--- src/rtl/free_list_if.sv ---
// ---------------------------------------------------------------------------
// free_list_if
//   Bundles the rename-side and commit-side signals of the physical register
//   free list into one interface.
//   Ports (signals):
//     hardware_scheduler_swap_pc  master->slave  thread swap, restore reset state
//     mispredict_flush            master->slave  squash speculative allocations
//     dequeue_req                 master->slave  rename consumes free_phys_reg
//     free_phys_reg   [PR_W]      slave->master  ID at the head of the list
//     free_avail                  slave->master  list non-empty
//     reg_freed                   master->slave  commit-side free pulse
//     liberated_phys_reg [PR_W]   master->slave  ID returned when reg_freed=1
//     free_count      [PTR_W]     slave->master  speculative free entries
//   Modports: master (core side), slave (free_list).
// ---------------------------------------------------------------------------
interface free_list_if #(
    parameter int NUM_REGS = 64
);
    localparam int PR_W  = $clog2(NUM_REGS);
    localparam int DEPTH = NUM_REGS - 32;
    localparam int PTR_W = $clog2(DEPTH) + 1;

    logic             hardware_scheduler_swap_pc;
    logic             mispredict_flush;
    logic             dequeue_req;
    logic [PR_W-1:0]  free_phys_reg;
    logic             free_avail;
    logic             reg_freed;
    logic [PR_W-1:0]  liberated_phys_reg;
    logic [PTR_W-1:0] free_count;

    modport master (
        output hardware_scheduler_swap_pc,
        output mispredict_flush,
        output dequeue_req,
        output reg_freed,
        output liberated_phys_reg,
        input  free_phys_reg,
        input  free_avail,
        input  free_count
    );

    modport slave (
        input  hardware_scheduler_swap_pc,
        input  mispredict_flush,
        input  dequeue_req,
        input  reg_freed,
        input  liberated_phys_reg,
        output free_phys_reg,
        output free_avail,
        output free_count
    );
endinterface

--- src/rtl/free_list.sv ---
// ---------------------------------------------------------------------------
// free_list
//   Circular FIFO of unallocated physical register IDs for the OOO core.
//   Rename pops from the speculative head, commit pushes displaced mappings at
//   the tail, and a retire-side head allows single-cycle mispredict recovery.
//   Ports:
//     clk   in  clock, all state updates on posedge
//     rst   in  synchronous active-high reset
//     fl    free_list_if.slave (see free_list_if for signal list)
// ---------------------------------------------------------------------------
module free_list #(
    parameter int NUM_REGS = 64
) (
    input  logic          clk,
    input  logic          rst,
    free_list_if.slave    fl
);
    localparam int PR_W  = $clog2(NUM_REGS);
    localparam int DEPTH = NUM_REGS - 32;
    localparam int PTR_W = $clog2(DEPTH) + 1;
    localparam int IDX_W = PTR_W - 1;

    logic [PTR_W-1:0] head_q, head_d;
    logic [PTR_W-1:0] retire_head_q, retire_head_d;
    logic [PTR_W-1:0] tail_q, tail_d;

    logic             reset_all;
    logic             empty;
    logic             full;
    logic             deq;
    logic             enq;
    logic [IDX_W-1:0] head_idx;
    logic [IDX_W-1:0] tail_idx;
    logic [PR_W-1:0]  mem_rd [DEPTH];

    // A thread swap returns the list to exactly the post-reset state.
    assign reset_all = rst | fl.hardware_scheduler_swap_pc;

    assign head_idx = head_q[IDX_W-1:0];
    assign tail_idx = tail_q[IDX_W-1:0];
    assign empty    = (head_q == tail_q);
    assign full     = (head_idx == tail_idx) && (head_q[PTR_W-1] != tail_q[PTR_W-1]);

    // No bypass: a dequeue is only honoured against already-stored entries.
    assign deq = fl.dequeue_req && !empty && !fl.mispredict_flush;
    // A free into a full list is a double free and is dropped, unless the
    // same cycle pops the head entry and so makes room for it.
    assign enq = fl.reg_freed && (!full || deq);

    // Storage: one register per entry, reset to the identity IDs 32..63.
    for (genvar gi = 0; gi < DEPTH; gi++) begin : g_mem
        logic [PR_W-1:0] entry_q, entry_d;

        always_comb begin
            entry_d = entry_q;
            if (enq && (tail_idx == IDX_W'(gi))) begin
                entry_d = fl.liberated_phys_reg;
            end
        end

        always_ff @(posedge clk) begin
            if (reset_all) begin
                entry_q <= PR_W'(32 + gi);
            end else begin
                entry_q <= entry_d;
            end
        end

        assign mem_rd[gi] = entry_q;
    end

    always_comb begin
        retire_head_d = retire_head_q;
        tail_d        = tail_q;
        head_d        = head_q;
        // Each commit free retires exactly one earlier allocation.
        if (enq) begin
            retire_head_d = retire_head_q + PTR_W'(1);
            tail_d        = tail_q + PTR_W'(1);
        end
        // Flush restores to the retire head including this cycle's commit.
        if (fl.mispredict_flush) begin
            head_d = retire_head_d;
        end else if (deq) begin
            head_d = head_q + PTR_W'(1);
        end
    end

    always_ff @(posedge clk) begin
        if (reset_all) begin
            head_q        <= '0;
            retire_head_q <= '0;
            tail_q        <= PTR_W'(DEPTH);
        end else begin
            head_q        <= head_d;
            retire_head_q <= retire_head_d;
            tail_q        <= tail_d;
        end
    end

    assign fl.free_phys_reg = mem_rd[head_idx];
    assign fl.free_avail    = !empty;
    assign fl.free_count    = tail_q - head_q;

    a_no_double_free : assert property (@(posedge clk) disable iff (reset_all)
        fl.reg_freed |-> (!full || deq));
    a_no_free_p0 : assert property (@(posedge clk) disable iff (reset_all)
        fl.reg_freed |-> (fl.liberated_phys_reg != '0));
endmodule

--- src/flat_wrapper.sv ---
// flat-port wrapper written by rule: the top's interface ports become plain ports
module free_list_flat 
#(
    parameter int NUM_REGS = 64
)
  (clk, rst, fl_hardware_scheduler_swap_pc, fl_mispredict_flush, fl_dequeue_req, fl_reg_freed, fl_liberated_phys_reg, fl_free_phys_reg, fl_free_avail, fl_free_count);
  free_list_if #(.NUM_REGS(NUM_REGS)) fl_i ();
  input  logic clk;
  input  logic rst;
  input wire logic [$bits(fl_i.hardware_scheduler_swap_pc)-1:0] fl_hardware_scheduler_swap_pc;
  input wire logic [$bits(fl_i.mispredict_flush)-1:0] fl_mispredict_flush;
  input wire logic [$bits(fl_i.dequeue_req)-1:0] fl_dequeue_req;
  input wire logic [$bits(fl_i.reg_freed)-1:0] fl_reg_freed;
  input wire logic [$bits(fl_i.liberated_phys_reg)-1:0] fl_liberated_phys_reg;
  output wire logic [$bits(fl_i.free_phys_reg)-1:0] fl_free_phys_reg;
  output wire logic [$bits(fl_i.free_avail)-1:0] fl_free_avail;
  output wire logic [$bits(fl_i.free_count)-1:0] fl_free_count;
  assign fl_i.hardware_scheduler_swap_pc = fl_hardware_scheduler_swap_pc;
  assign fl_i.mispredict_flush = fl_mispredict_flush;
  assign fl_i.dequeue_req = fl_dequeue_req;
  assign fl_i.reg_freed = fl_reg_freed;
  assign fl_i.liberated_phys_reg = fl_liberated_phys_reg;
  assign fl_free_phys_reg = fl_i.free_phys_reg;
  assign fl_free_avail = fl_i.free_avail;
  assign fl_free_count = fl_i.free_count;
  free_list #(.NUM_REGS(NUM_REGS)) u_core (.clk(clk), .rst(rst), .fl(fl_i));
endmodule
--- config.mk ---
export PLATFORM = sky130hd
export DESIGN_NAME = free_list_flat
export DESIGN_NICKNAME = d
export VERILOG_FILES = /design/src/rtl/free_list_if.sv /design/src/rtl/free_list.sv /design/src/flat_wrapper.sv
export SDC_FILE = /design/constraint.sdc
export NUM_CORES = 1
export LEC_CHECK = 0
export ABC_CLOCK_PERIOD_IN_PS = 3900
export CAP_MARGIN = 20
export CORE_UTILIZATION = 40
export CTS_CLUSTER_DIAMETER = 100
export DETAILED_ROUTE_END_ITERATION = 12
export SLEW_MARGIN = 10
export SYNTH_ARGS = -nofsm -noshare
export SYNTH_HDL_FRONTEND = slang
export SYNTH_SLANG_ARGS = --single-unit
--- constraint.sdc ---
create_clock -name clk -period 3.9 [get_ports clk]
set_input_delay 0.78 -clock clk [delete_from_list [all_inputs] [get_ports clk]]
set_output_delay 0.78 -clock clk [all_outputs]
set_load 0.01 [all_outputs]
; After elaboration in Yosys (flattened, before gate mapping)
; Cells that the tools add are included.
[op_classes]
add_sub_neg = 4
n_lt_le_gt_ge = 1
eq_ne = 34
muxes = 6
bitwise_logic = 2
reduce_logical = 42
[op_table]
columns = operator, count
row1 = equality test 5 bit (second input constant), 16
row2 = equality test 5 x 4 -> 1 bit (second input constant), 8
row3 = logical AND 1 bit, 36
row4 = binary-select mux 6 bit (select 5 bit), 1
row5 = 2-to-1 mux 6 bit, 5
row6 = equality test 5 x 3 -> 1 bit (second input constant), 4
row7 = adder 6 x 1 -> 6 bit (second input constant), 3
row8 = equality test 5 x 2 -> 1 bit (second input constant), 2
row9 = equality test 6 bit, 1
row10 = greater-or-equal comparator 6 bit (second input constant), 1
row11 = NOT 5 -> 6 bit, 1
row12 = subtractor 6 bit, 1
row13 = equality test 5 x 1 -> 1 bit (second input constant), 1
row14 = equality test 5 bit, 1
row15 = logical NOT 5 bit, 1
row16 = logical NOT 1 bit, 3
row17 = nonzero test 2 bit, 1
row18 = logical OR 1 bit, 1
row19 = inequality test 1 bit, 1
row20 = bitwise OR 1 bit, 1
[word_totals]
reg_bits = 210
input_bits = 12
out_inout_bits = 13
elab_cells = 124

; Depth between registers and ports, before layout
; Gate-level depths: netlist (run 1).
[depth]
depth_word = 8
mapped_depth = 11
depth_no_buf = 7

; Least setup slack after synthesis (run 1)
; Ideal clock, no wire load.
[synth_path]
path_type = register to output
startpoint = register u_core.head_q[2]
endpoint = output port fl_free_count[5]
t_arrival_ns = 2.362
required_ns = 3.120
path_slack_ns = 0.758
stages_incl_launch_ff = 8
n_path_buf = 1
path_cell_list = dfxtp_1 > buf_1 > inv_1 > ha_1 > clkinv_1 > o21ai_0 > a2111oi_0 > or3b_2
[synth_between]
elab_chain_len = 1
[synth_lines]
columns = element, line
row1 = start: declaration, free_list.sv:23  ; logic [PTR_W-1:0] head_q, head_d;
row2 = start signal: assignment, free_list.sv:91  ; head_q <= '0;
row3 = start signal: assignment, free_list.sv:95  ; head_q <= head_d;
row4 = subtractor 6 bit, free_list.sv:103  ; assign fl.free_count = tail_q - head_q;
row5 = end: declaration, flat_wrapper.sv:17  ; output wire logic [$bits(fl_i.free_count)-1:0] fl_free_count;
; Every way passes these cells.

; Worst setup path in the final report (run 1)
[layout_path]
startpoint = register u_core.head_q[2]
endpoint = output port fl_free_phys_reg[3]
[layout_between]
elab_chain_len = 4
[layout_lines]
columns = element, line
row1 = NOT 5 -> 6 bit (not written as such), free_list.sv:101  ; assign fl.free_phys_reg = mem_rd[head_idx];
row2 = binary-select mux 6 bit (select 5 bit), free_list.sv:101
row3 = 2-to-1 mux 6 bit (not written as such) (2 in series), free_list.sv:101
row4 = end: declaration, flat_wrapper.sv:15  ; output wire logic [$bits(fl_i.free_phys_reg)-1:0] fl_free_phys_reg;
; Every way passes these cells. The select of a mux whose other input is x is not followed.

==> summary.txt, run 1 <==
Run status
  • Status: complete, no violations

Setup path
  • CP required: 3.12 ns
  • Buf/Inv on CP: 2
  • Worst setup EP type: output port
  • Crit path max fanout: 19
  • Startpoint types: flop
  • Delay-heaviest family, CP: compound AO/OA/AOI/OAI gates
  • Crit path kind: reg -> out
  • Slowest stage delay, CP: 0.57 ns
  • CP arrival: 3.09 ns
  • Worst-path cell chain: buf_4 > or3_1 > o221ai_1 > a211oi_1 > a21oi_1 > clkdlybuf4s50_1
  • Crit-path slowest cell: or3_1

Drt
  • Initial DRT Pass Iterations: 5
  • DRC viols: 0
  • Drt wl/cell: 19.9 um
  • Vias/cell: 5.79
  • Via Count: 7,395
  • Initial detailed-routing violation count: 519
  • Antenna Nets Post-Route: 0
  • Post-Route WL: 25.5 mm

Floorplanning
  • Die Area: 23,400 um^2
  • Die Wd: 153 um
  • Core ar.: 22,100 um^2
  • Initial Utilization: 0.413
  • Chip height: 153 um
  • # IOs: 25
  • Num rows: 54

Logic synthesis
  • Synth Instances: 988
  • Most numerous cell in the Yosys netlist: dfxtp_1
  • Synth top area share: 0.460
  • YS warnings: 0
  • Largest cells by area after synthesis: dfxtp_1, mux4_2, a21oi_1
  • Synthesized area per cell: 9.25 um^2
  • Ys async rst share: 0
  • Seq cells post-synth: 210
  • Syn nets: 1,014
  • Top_reg_cell synth: dfxtp_1
  • Mapped cell area: 9140 um^2
  • Yosys top cell by area: dfxtp_1
  • Post-synth cell types: 48
  • Post-synth EDFFs: 0
  • Register area share after synthesis: 0.460
  • Post-synth top cells: dfxtp_1, a21oi_1, nor3_1

Clock tree
  • H-tree depth: 1
  • CTS tree: yes
  • Root Driver: clkbuf_16
  • Sink Count: 210
  • CTS buffer count: 23
  • Hold buffer count at CTS: 0
  • Clk buf depth: 3
  • Worst-skew pair later-pin latency: 0.51 ns
  • Reg clk slew, reported paths: 0.06 ns

Cells and area
  • N_diodes: 0
  • Share of layout cells above drive strength 1: 0.131
  • Final nets: 1,012
  • Non-Filler Instances: 1,278
  • P&R area growth vs syn: 13.7%

Power and ir drop
  • VDD IR max: 0.271 mV
  • Pleak: 3.31 nW
  • Cell Pwr Density: 444 nW/um^2

Place
  • Pre-CTS setup slack: 0.528 ns
  • Placed Cells: 1,241
  • RePlAce Congestion: 0.815
  • Port Buffers: 24
  • Hpwl dp: 17.1 mm

Timing
  • RSZ-0062 raised after global routing: false
  • Slew Limit Fails: 0
  • Final critical-path share of the clock period: 0.991
  • Slew headroom: 0.407
  • Slew of the pin with the lowest slew margin: 0.886 ns
  • Final Skew: 0.0184 ns
  • FMAX: 259 MHz
  • Fin crit period: 3.87 ns
  • Setup WS post-layout: 0.0344 ns
  • Final setup TNS: 0 ns
  • Setup violations, final: 0
  • Final Hold Fails: 0

Hold path
  • Hold Path Class: reg -> reg

Global routing
  • Largest net degree at the start of global routing: 60
  • First-pass GRT wire length: 39.6 mm
  • Initial antenna violation count: 0
  • Overall Global Routing Usage: 0.216
  • Number of global-route vias before repair: 6,799
  • Remaining Overflow, GRT: 0

Run
  • Max Cap Viol: 0
[cell families (layout without fill, tap and decap cells)]
kind of cell,after synthesis,after routing,share of synthesized area
buffers and inverters,93,103,0.0412
AND/OR/NAND/NOR,324,324,0.178
XOR/XNOR,18,18,0.0181
adder cells (fa/ha/maj),14,14,0.0200
flip-flops,210,210,0.460
AO/OA/AOI/OAI,267,267,0.165
multiplexers,62,62,0.118
[worst register-to-register path, delay by kind of cell, from the launching register on]
family	cells	cell delay [ns]
simple gates	2	0.37
compound gates	2	0.74
xor+xnor	1	0.26
fa+ha+maj	1	0.40
flops	1	0.44
buf+inv	2	0.39
[final cells by class]
class | instances | area, um^2
fill | 2094 | 11700
multi-input combinational | 685 | 4570
sequential | 210 | 4210
clock buffer | 31 | 636
timing repair buffer | 53 | 483
tap | 280 | 350
clock inverter | 6 | 86.3
inverter | 13 | 52.6
[registers in the layout (all words and copies together), names as in the netlist]
name and cells:
u_core.tail_q 6, u_core.g_mem.entry_q 192, u_core.retire_head_q 6, u_core.head_q 6
[per-stage QoR]
stage | power, mW | hold WS (ns) | utilization | instance area (um^2)
global route | 4.76 | 0.490 | 0.470 | 10400
finish | 4.62 | 0.467 | 0.470 | 10400
global placement | 2.54 | 0.446 | 0.437 | 9660
CTS | 4.64 | 0.463 | 0.470 | 10400
detailed placement | 2.54 | 0.453 | 0.437 | 9660
floorplan | 2.41 | 0.425 | - | 9140
[final timing paths]
| check | from | end | slack [ns] | depth (start not counted) |
|---|---|---|---|---|
| setup / recovery | u_core.head_q[2] | fl_free_phys_reg[3] | 0.03 | 6 |
| hold / removal | u_core.g_mem[30].entry_q[0] | u_core.g_mem[30].entry_q[0] | 0.47 | 2 |
| setup reg to reg | u_core.head_q[4] | u_core.head_q[4] | 1.15 | 8 |
| hold reg to reg | u_core.g_mem[30].entry_q[0] | u_core.g_mem[30].entry_q[0] | 0.47 | 2 |
[layer usage]
layer  global-route usage  routed length (um)  part of all wire  up-vias
met5                    0                   0                 0        -
met4               0.0702                 708             0.028        0
met3               0.0320                1320             0.052       51
met2                0.351               11800              0.46      224
met1                0.294               11700              0.46     3507
li1                     -                   -                 -     3613
[repair_timing]
item,4_1_cts,5_1_grt
setup buffers,0,0
setup endpoints to repair,5,1
resized for setup,2,3
endpoints found under the hold margin,0,0
[where the power goes]
part / total [mW] / internal [mW] / switching (mW)
logic: 0.331 / 0.122 / 0.209
registers: 2.17 / 2.15 / 0.0141
clock network: 2.12 / 1.27 / 0.853
total: 4.62 / 3.54 / 1.08
[layout by cell type, fill, tap and decap left out, types with 23 or more instances in the layout]
cell and instances:
clkdlybuf4s50_1 24, nor2_1 46, a21oi_1 134, mux2i_1 24, nand3_1 85, buf_4 27, nor3_1 109, clkbuf_16 23
nand2_1 28, dfxtp_1 207, mux4_2 36, o21ai_0 85
No activity file was read; power rests on OpenSTA's default activity.
==> run 2: changes to the inputs <==
- CTS_BUF_LIST: not set -> sky130_fd_sc_hd__clkbuf_8
- CTS_CLUSTER_DIAMETER: 100 -> not set
==> summary.txt, run 2 (synthesized netlist as in run 1, its figures left out) <==
Drt
  • Initial detailed-routing violation count: 567
  • Initial DRT Pass Iterations: 5
  • Vias/cell: 5.74
  • Via Count: 7,428
  • Post-Route WL: 25.7 mm
  • Drt wl/cell: 19.8 um
  • Antenna Nets Post-Route: 0
  • DRC viols: 0

Place
  • Hpwl dp: 17.1 mm
  • RePlAce Congestion: 0.815
  • Port Buffers: 24

Hold path
  • Hold path start: u_core.g_mem[30].entry_q[0]
  • Worst Hold Path EP: u_core.g_mem[30].entry_q[0]
  • Hold Path Depth: 2
  • Hold Path Class: reg -> reg

Setup path
  • Crit path max fanout: 19
  • Buf/Inv on CP: 2
  • CP Launch Point: u_core.head_q[2]
  • CP arrival: 3.01 ns
  • CP required: 3.12 ns
  • Worst setup EP type: output port
  • Slowest stage delay, CP: 0.57 ns
  • R2r setup slk: 1.15 ns
  • Reg-to-Reg Start: u_core.head_q[4]
  • Crit-path slowest cell: or3_1
  • Startpoint types: flop
  • R2r worst-path depth: 8
  • Critical R2R Capture: u_core.head_q[4]
  • Crit path kind: reg -> out
  • Worst-path cell chain: buf_4 > or3_1 > o221ai_1 > a211oi_1 > a21oi_1 > clkdlybuf4s50_1
  • Delay-heaviest family, CP: buffers and inverters

Cells and area
  • Commonest non-fill, non-tap cells in the layout: dfxtp_1, a21oi_1, nor3_1
  • Max FFs per register: 192
  • Final nets: 1,024
  • Most common cell after layout, fill and taps aside: dfxtp_1
  • Most flop-heavy register: u_core.g_mem.entry_q
  • P&R area growth vs syn: 12.6%
  • N_diodes: 0
  • Share of layout cells above drive strength 1: 0.140

Clock tree
  • Reg clk slew, reported paths: 0.06 ns
  • Sink Count: 210
  • Worst-skew pair later-pin latency: 0.53 ns
  • Postcts setup bufs: 0
  • CTS tree: yes
  • H-tree depth: 2
  • Clk buf depth: 3
  • Hold buffer count at CTS: 0
  • Root Driver: clkbuf_8
  • CTS buffer count: 35

Timing
  • Setup violations, final: 0
  • Slew of the pin with the lowest slew margin: 0.764 ns
  • Slew headroom: 0.489
  • FMAX: 264 MHz
  • Final critical-path share of the clock period: 0.971
  • Fin crit period: 3.79 ns
  • Final setup TNS: 0 ns
  • RSZ-0062 raised after global routing: false
  • Final Skew: 0.0287 ns
  • Final Hold Fails: 0
  • Slew Limit Fails: 0

Global routing
  • Largest net degree at the start of global routing: 60
  • Remaining Overflow, GRT: 0
  • First-pass GRT wire length: 39.9 mm
  • Number of global-route vias before repair: 6,968
  • Overall Global Routing Usage: 0.220
  • Initial antenna violation count: 0

Run status
  • Status: complete, no violations

Power and ir drop
  • Pleak: 3.32 nW
  • VDD IR max: 0.161 mV
  • Cell Pwr Density: 419 nW/um^2
  • Total power: 4.31 mW

Floorplanning
  • # IOs: 25
  • Chip height: 153 um
  • Core ar.: 22,100 um^2
  • Initial Utilization: 0.413
  • Num rows: 54
  • Die Area: 23,400 um^2
  • Die Wd: 153 um

Run
  • Max Cap Viol: 0
run 2: cell types whose count changed in the layout (fill, tap and decap cells not counted), sizes merged:
cell	change
bufinv	-1
clkbuf	+7
clkinv	-1
inv	+12
run 2: how the worst max path moves through the flow:
stage / slack, ns / cells past startpoint / to
2_1_floorplan: 0.76 / 7 / fl_free_count[5]
3_3_place_gp: 0.55 / 5 / fl_free_phys_reg[1]
3_5_place_dp: 0.53 / 7 / fl_free_count[5]
4_1_cts: 0.08 / 7 / fl_free_count[5]
5_1_grt: 0.03 / 7 / fl_free_phys_reg[1]
6_report: 0.11 / 6 / fl_free_phys_reg[3]
run 2: power by group:
| group | internal [mW] | total [mW] | switching (mW) |
|---|---|---|---|
| Combinational | 0.122 | 0.331 | 0.209 |
| Clock | 0.953 | 1.81 | 0.860 |
| Sequential | 2.15 | 2.17 | 0.0143 |
| Total | 3.23 | 4.31 | 1.08 |
run 2: worst reg2reg max path: cells and delay by family, from the launching register on:
family | cells | cell delay (ns)
AOI/OAI and AO/OA | 2 | 0.74
DFF | 1 | 0.44
adders and majority gates | 1 | 0.41
buffers and inverters | 2 | 0.39
and+or+nand+nor | 2 | 0.37
xor gates and xnor gates | 1 | 0.25
run 2: layout make-up:
| type | count | area, um^2 |
|---|---|---|
| Multi-Input combinational cell | 685 | 4570 |
| Fill cell | 2122 | 11800 |
| Tap cell | 280 | 350 |
| Inverter | 13 | 52.6 |
| Clock buffer | 38 | 523 |
| Timing Repair Buffer | 53 | 483 |
| Clock inverter | 16 | 96.3 |
| Sequential cell | 210 | 4210 |
run 2: per-stage QoR:
step                utilization  instance area (um^2)  cells  setup WS, ns  hold WS, ns
floorplan                     -                  9140    988         0.758        0.425
global placement          0.437                  9660   1241         0.552        0.446
detailed placement        0.437                  9660   1241         0.528        0.453
CTS                       0.465                 10300   1295        0.0809        0.463
global route              0.466                 10300   1295        0.0336        0.491
finish                    0.466                 10300   1295         0.114        0.464
run 2: metal layers:
layer	vias to the layer above	GRT usage	wire length [um]
li1	3641	-	-
met1	3526	0.291	11800
met2	198	0.350	11700
met3	63	0.0442	1360
met4	0	0.0899	816
met5	-	0	0
run 2: what timing repair did:
| action | in CTS | in global routing |
|---|---|---|
| endpoints found under the hold margin | 0 | 0 |
| setup endpoints to repair | 7 | 2 |
| pin swaps | 0 | 0 |
| gates resized for setup | 2 | 5 |
